[src/rtl/alu_ag_datapath.sv]
// alu_ag_datapath: two-stage AG + integer ALU execute datapath.
// Stage 1 is an enable-gated operand/control register. Stage 2 registers
// the linear address, the ALU result and the flags every cycle.
// Optional feature macro: ALU_AG_FLAGS_EN. When it is defined, cf/af/of are
// computed and registered. When it is undefined, there are no flag flops
// and cf/af/of are tied to 0.
module alu_ag_datapath (
  input  logic        clk,
  input  logic        r,
  input  logic        e,
  input  logic        v_in,
  input  logic [31:0] dval,
  input  logic [31:0] sval,
  input  logic [31:0] disp,
  input  logic [15:0] sreg,
  input  logic [7:0]  modrm,
  input  logic        rmsel,
  input  logic [1:0]  alusel,
  output logic        v_out,
  output logic [31:0] addr,
  output logic [31:0] aluval,
  output logic        cf,
  output logic        af,
  output logic        of
);
  localparam int STAGES = 2;

  // vld_pipe[0] is the incoming valid; [1] and [2] are the stage registers
  logic [STAGES:0] vld_pipe;
  logic [31:0]     s1_dval, s1_sval, s1_disp;
  logic [15:0]     s1_sreg;
  logic [1:0]      s1_mod;
  logic            s1_rmsel;
  logic [1:0]      s1_alusel;

  logic [31:0]     base, ea, lin, res;

  // reg/rm fields never reach the datapath; only mod selects the AG form
  logic            unused_modrm;
  assign unused_modrm = ^modrm[5:0];

  assign vld_pipe[0] = v_in;

  // Stage 1: capture the µop when enabled, hold otherwise
  always_ff @(posedge clk) begin
    if (!r) begin
      vld_pipe[1] <= 1'b0;
      s1_dval     <= '0;
      s1_sval     <= '0;
      s1_disp     <= '0;
      s1_sreg     <= '0;
      s1_mod      <= '0;
      s1_rmsel    <= 1'b0;
      s1_alusel   <= '0;
    end else if (e) begin
      vld_pipe[1] <= vld_pipe[0];
      s1_dval     <= dval;
      s1_sval     <= sval;
      s1_disp     <= disp;
      s1_sreg     <= sreg;
      s1_mod      <= modrm[7:6];
      s1_rmsel    <= rmsel;
      s1_alusel   <= alusel;
    end
  end

  // AG: effective address by mod form, then add the segment base (all mod 2^32)
  always_comb begin
    base = s1_rmsel ? s1_sval : s1_dval;
    ea   = base;
    case (s1_mod)
      2'b01:   ea = base + {{24{s1_disp[7]}}, s1_disp[7:0]};
      2'b10:   ea = base + s1_disp;
      default: ea = base;
    endcase
    lin = ea + {12'h000, s1_sreg, 4'h0};
  end

`ifdef ALU_AG_FLAGS_EN
  logic [32:0] sum33, dif33;
  logic        cf_n, af_n, of_n;

  // ALU with flags: 33-bit add/sub gives the carry/borrow out of bit 31, and
  // a[4]^b[4]^r[4] gives the carry/borrow across the bit 3/4 boundary
  always_comb begin
    sum33 = {1'b0, s1_dval} + {1'b0, s1_sval};
    dif33 = {1'b0, s1_dval} - {1'b0, s1_sval};
    res   = '0;
    cf_n  = 1'b0;
    af_n  = 1'b0;
    of_n  = 1'b0;
    case (s1_alusel)
      2'b00: begin
        res  = sum33[31:0];
        cf_n = sum33[32];
        af_n = s1_dval[4] ^ s1_sval[4] ^ sum33[4];
        of_n = (s1_dval[31] == s1_sval[31]) && (sum33[31] != s1_dval[31]);
      end
      2'b01: begin
        res  = dif33[31:0];
        cf_n = dif33[32];
        af_n = s1_dval[4] ^ s1_sval[4] ^ dif33[4];
        of_n = (s1_dval[31] != s1_sval[31]) && (dif33[31] != s1_dval[31]);
      end
      2'b10:   res = s1_dval & s1_sval;
      default: res = s1_sval;
    endcase
  end

  // Stage 2 flags: registered every cycle
  always_ff @(posedge clk) begin
    if (!r) begin
      cf <= 1'b0;
      af <= 1'b0;
      of <= 1'b0;
    end else begin
      cf <= cf_n;
      af <= af_n;
      of <= of_n;
    end
  end
`else
  // ALU without flags: result only
  always_comb begin
    res = '0;
    case (s1_alusel)
      2'b00:   res = s1_dval + s1_sval;
      2'b01:   res = s1_dval - s1_sval;
      2'b10:   res = s1_dval & s1_sval;
      default: res = s1_sval;
    endcase
  end

  assign cf = 1'b0;
  assign af = 1'b0;
  assign of = 1'b0;
`endif

  // Stage 2: address, result and valid load unconditionally every cycle
  always_ff @(posedge clk) begin
    if (!r) begin
      vld_pipe[2] <= 1'b0;
      addr        <= '0;
      aluval      <= '0;
    end else begin
      vld_pipe[2] <= vld_pipe[1];
      addr        <= lin;
      aluval      <= res;
    end
  end

  assign v_out = vld_pipe[STAGES];
endmodule

[config.mk]
export PLATFORM = sky130hd
export DESIGN_NAME = alu_ag_datapath
export DESIGN_NICKNAME = d
export VERILOG_FILES = /design/src/rtl/alu_ag_datapath.sv
export SDC_FILE = /design/constraint.sdc
export NUM_CORES = 1
export LEC_CHECK = 0
export BUFFER_PORTS_ARGS = -buffer_cell sky130_fd_sc_hd__buf_2
export CORE_ASPECT_RATIO = 1.1
export CORE_UTILIZATION = 55
export CTS_BUF_LIST = sky130_fd_sc_hd__clkbuf_16
export DETAILED_ROUTE_END_ITERATION = 7
export GPL_ROUTABILITY_DRIVEN = 0
export GPL_TIMING_DRIVEN = 0
export PLACE_DENSITY = 0.87
export SYNTH_ARGS = -nofsm -noshare
export SYNTH_HDL_FRONTEND = slang
export SYNTH_SLANG_ARGS = --single-unit
[constraint.sdc]
create_clock -name clk -period 6.7 [get_ports clk]
set_input_delay 0.335 -clock clk [delete_from_list [all_inputs] [get_ports clk]]
set_output_delay 0.335 -clock clk [all_outputs]
set_load 0.02 [all_outputs]
After elaboration in Yosys (flattened, before gate mapping)
Index checks and enable logic that the tools add are counted.
W data, S select, Z words.

word-level totals
  output and inout bits = 68
  flip-flop bits (word level) = 183
  bits of input ports = 127

operators by class
  $add $sub $neg = 5
  equal/unequal tests = 4
  mux-type cells = 3
  bitwise operators = 1
  reduce and logical (&&, ||, !) cells = 1

operator list
  kind                  count
  $add A32 B32 Y32      3
  $pmux W32 S3          1
  $pmux W32 S2          1
  $add A32 B20 Y32      1
  $and A32 B32 Y32      1
  $mux W32              1
  $sub A32 B32 Y32      1
  $eq A2 B1 Y1 const B  2
  $eq A2 B2 Y1 const B  2
  $logic_not A2 Y1      1

Depth between registers and ports, before layout
  word-level depth = 4
  mapped depth = 25
  depth with buffers taken out = 23

Worst setup path after synthesis
No wires, ideal clock.

  kind = flip-flop to flip-flop
  from = register s1_rmsel
  to = register addr[29]
  cell stages (with the launch flop) = 25
  path slack = 1,144 ps
  path buffers = 3
  period minus slack after synthesis = 5,556 ps
  arrival = 5,482 ps
  path through = dfxtp_1 clkbuf_1 buf_1 clkbuf_1 o21ai_0 ha_1 a211oi_1 nor2_1 o21a_1 nor2_1 nor2b_1 o21a_1 o311ai_0 nand2_1 ha_1 o21ai_0 o21ai_0 nand4_1 and3_1 o41ai_1 o221ai_1 or2_2 nor3_1 or4b_1 o21ai_0

on the way
  cells in the longest elaborated chain, start to end = 4

RTL lines
  what                                 RTL line  text
  from (decl)                          33        logic s1_rmsel;
  from (signal assigned)               62        s1_rmsel <= rmsel;
  $mux W32 (*)                         69        base = s1_rmsel ? s1_sval : s1_dval;
  $add A32 B32 Y32 (on tied branches)  73, 72
  $pmux W32 S2 (*)                     71        case (s1_mod)
  $add A32 B20 Y32 (*)                 76        lin = ea + {12'h000, s1_sreg, 4'h0};
  to (signal assigned)                 147       addr <= lin;
  to (decl)                            20        output logic [31:0] addr,

Mark *: on every way between the ends. The rest lies on a longest branch, timed or not.
A chain may end at the register's enable or synchronous reset.

Worst setup path after layout
Ends and elaborated chain as after synthesis.

==> qor.yml <==
run_status:
  outcome: "completed"
yosys:
  yosysWarnings: 0
  synth_area_um2: 12300
  synth_seq_cells: 183
  yosys.area_share.simple: 0.188
  ys_types: 84
  synth_top_area_frac: 0.298
  synth_largest_area_cell: "dfxtp_1"
  seq_area_frac_synth: 0.298
  synth_xor_xnor_area_share: 0.0626
  synth_compound_area_frac: 0.196
  synth_edf_count: 0
  synthAdderAreaFrac: 0.0904
  synth_top_family_by_area: "compound AO/OA/AOI/OAI gates"
  synthMuxAreaShare: 0.128
  synthArstFlopShare: 0
  synth_area_leaders: "dfxtp_1 30%, mux2i_1 10%, ha_1 8.6%"
  synth_area_per_cell_um2: 8.29
  synthCells: 1483
  synth_ff_type: "dfxtp_1"
place:
  dp_worst_setup_slack_ns: -0.247
  placed_area_um2: 13600
  numPortBuffers: 184
  hpwl_um: 28400
flow_run:
  drv_cap: 0
setup_path:
  crit_top_cell: "o21ai_0"
  end_kind: "register"
  path_cells: "clkbuf_1 -> buf_4 -> mux2_2 -> ha_1 -> o21ai_0 -> nor2_1 -> o21a_1 -> nor2_1 -> nor2b_1 -> o21a_1 -> o311ai_0 -> nand2_1 -> ha_1 -> o21ai_0 -> o21ai_0 -> nand4_1 -> and3_1 -> o41ai_1 -> o221ai_1 -> or2_2 -> nor3_1 -> or4b_1 -> o21ai_0"
  critPathMaxStageDelay_ns: 0.54
  path_buf_inv: 2
  crit_fanout: 19
  required_ns: 7.06
  crit_family: "compound AO/OA/AOI/OAI gates"
  slowest_stage: "o41ai_1"
  path_class: "register to register"
  crit_arrival_ns: 6.88
  start_kind: "register"
sta:
  rsz0062_at_grt: "false"
  max_freq_mhz: 154
  tightest_slew_ns: 0.916
  fin_crit_sh: 0.972
  relSlewSlack: 0.389
  maxSlewViolCount: 0
  setup_viol: 0
  fin_crit_ns: 6.51
  finalClockSkew_ns: 0.0107
  worst_slack_ns: 0.188
  hold_viol: 0
global_routing:
  grt_pass1_wl_um: 58100
  grt_overflow: 0
  antenna_found_initial: 0
  grt_pass1_vias: 11556
  track_usage: 0.325
  grt_max_degree: 20
power:
  p_sw_mw: 1.14
  p_leak_nw: 6.68
  p_int_mw: 2.18
  pwr-share-seq: 0.376
  p_per_area_nw_per_um2: 234
  p_clk_frac: 0.319
  max-vdd-ir-drop_v: 0.000129
  power.share.switching: 0.343
  combPwrFrac: 0.305
clocking:
  cts_setup_buffers: 0
  clock_path_buffers: 2
  cts_tree: "done"
  clk_pin_slew_ns: 0.08
  clk_latency_ns: 0.45
  cts.sinks: 183
  numCtsBuffers: 17
  cts_root_buf: "clkbuf_16"
  ctsHtreeMaxLevel: 4
  hold_buffers: 0
cells_and_area:
  drive_above_1_share: 0.170
  post-route-util: 0.644
  fin_nets: 1901
  fin_area_um2: 14200
  diodes: 0
  syn_to_final_growth_pct: 15.5
drt:
  vias_per_cell: 6.11
  num_vias: 12196
  drc: 0
  wl_per_cell_um: 18.7
  dr.pass1.iters: 6
  drt_iter0_drc: 1583
  ant_nets: 0
  wirelength_um: 37400
floorplanning:
  rows: 57
  fp.dieH_um: 159
  dieArea_um2: 23000
  die_w_um: 145
  io_pins: 195
  start_util: 0.558
  core_area_um2: 22000
min_path:
  hp-class: "input port to register"
power by group through the flow:
stage	Clock (mW)	Sequential (mW)	Combinational [mW]
6_report	1.06	1.25	1.01
5_1_grt	1.10	1.25	1.10
4_1_cts	1.06	1.24	0.992
3_5_place_dp	0	1.27	0.976
3_3_place_gp	0	1.26	0.949
2_1_floorplan	0	1.32	0.651
routing by layer:
metal  global-route usage  up-vias  routed length [um]
met2                0.530      731               17300
met3               0.0573      173                3160
met5                    0        -                   0
met1                0.393     5593               14600
li1                     -     5699                   -
met4                0.200        0                2330
flip-flops by register name, indices dropped and copies added (netlist names):
| name | cells |
|---|---|
| s1_dval | 32 |
| s1_sval | 32 |
| s1_disp | 32 |
| s1_rmsel | 1 |
| s1_sreg | 16 |
| aluval | 32 |
| vld_pipe | 1 |
| v_out | 1 |
| s1_alusel | 2 |
| addr | 32 |
| s1_mod | 2 |
cell families after synthesis:
kind of cell / Yosys count
multiplexers: 154
XOR/XNOR: 87
adder cells (fa/ha/maj): 87
other: 1
buffers and inverters: 111
AND/OR/NAND/NOR: 500
AO/OA/AOI/OAI: 360
flip-flops: 183
cells in the mapped netlist (20+ instances only):
cell type  number
nand2_1       123
dfxtp_1       183
nand2b_1       21
xor2_1         44
clkbuf_1       51
ha_1           84
a21oi_1        81
o21a_1         36
mux2_2         29
a21o_1         20
o211ai_1       27
mux2i_1       125
xnor2_1        42
o21ai_0        84
inv_1          31
nor3_1         25
nor2_1        223
worst min-delay path, stage by stage:
cell and delay, ns:
buf_2 0.08, mux2i_1 0.05, nor2_1 0.07
area by class of cell:
class,instances,area [um^2]
Sequential cell,183,3660
Timing Repair Buffer,184,921
Fill cell,1766,7850
Multi-Input combinational cell,1191,8190
Inverter,31,116
Buffer,79,329
Clock inverter,15,175
Tap cell,295,369
Clock buffer,17,425
repair_timing:
| action | CTS | global route |
|---|---|---|
| endpoints found under the setup margin | 2 | 1 |
| pin swaps | 0 | 0 |
| hold endpoints to repair | 0 | 0 |
| gates resized for setup | 1 | 4 |
placed cells by master, fill, tap and decap left out, types with 10 or more instances in the layout:
master	n
a211oi_1	12
a21o_1	20
a21oi_1	81
a31oi_1	10
and2_1	11
buf_1	17
buf_2	189
clkbuf_1	49
clkbuf_16	17
dfxtp_1	183
ha_1	84
inv_1	32
mux2_2	29
mux2i_1	125
nand2_1	123
nand2b_1	21
nand4_1	11
nor2_1	223
nor2b_1	16
nor3_1	25
nor4_1	11
o211ai_1	27
o21a_1	36
o21ai_0	84
o31ai_1	11
xnor2_1	42
xor2_1	44
through the flow:
step,cells,hold WS (ns),power (mW),TNS (ns)
after floorplan,1485,0.429,1.97,0
after global placement,1964,0.437,2.21,0
after detailed placement,1964,0.457,2.24,-0.247
after CTS,1995,0.118,3.29,0
after global routing,1995,0.130,3.46,0
final,1995,0.118,3.32,0
path summary, 6_finish.rpt:
check | start | end | slack (ns) | depth (start not counted)
max | s1_rmsel | addr[29] | 0.19 | 23
min | sreg[9] | s1_sreg[9] | 0.12 | 3
max reg2reg | s1_rmsel | addr[29] | 0.19 | 23
min reg2reg | vld_pipe[1] | v_out | 0.48 | 1
Power figures use the tool's default switching activity.
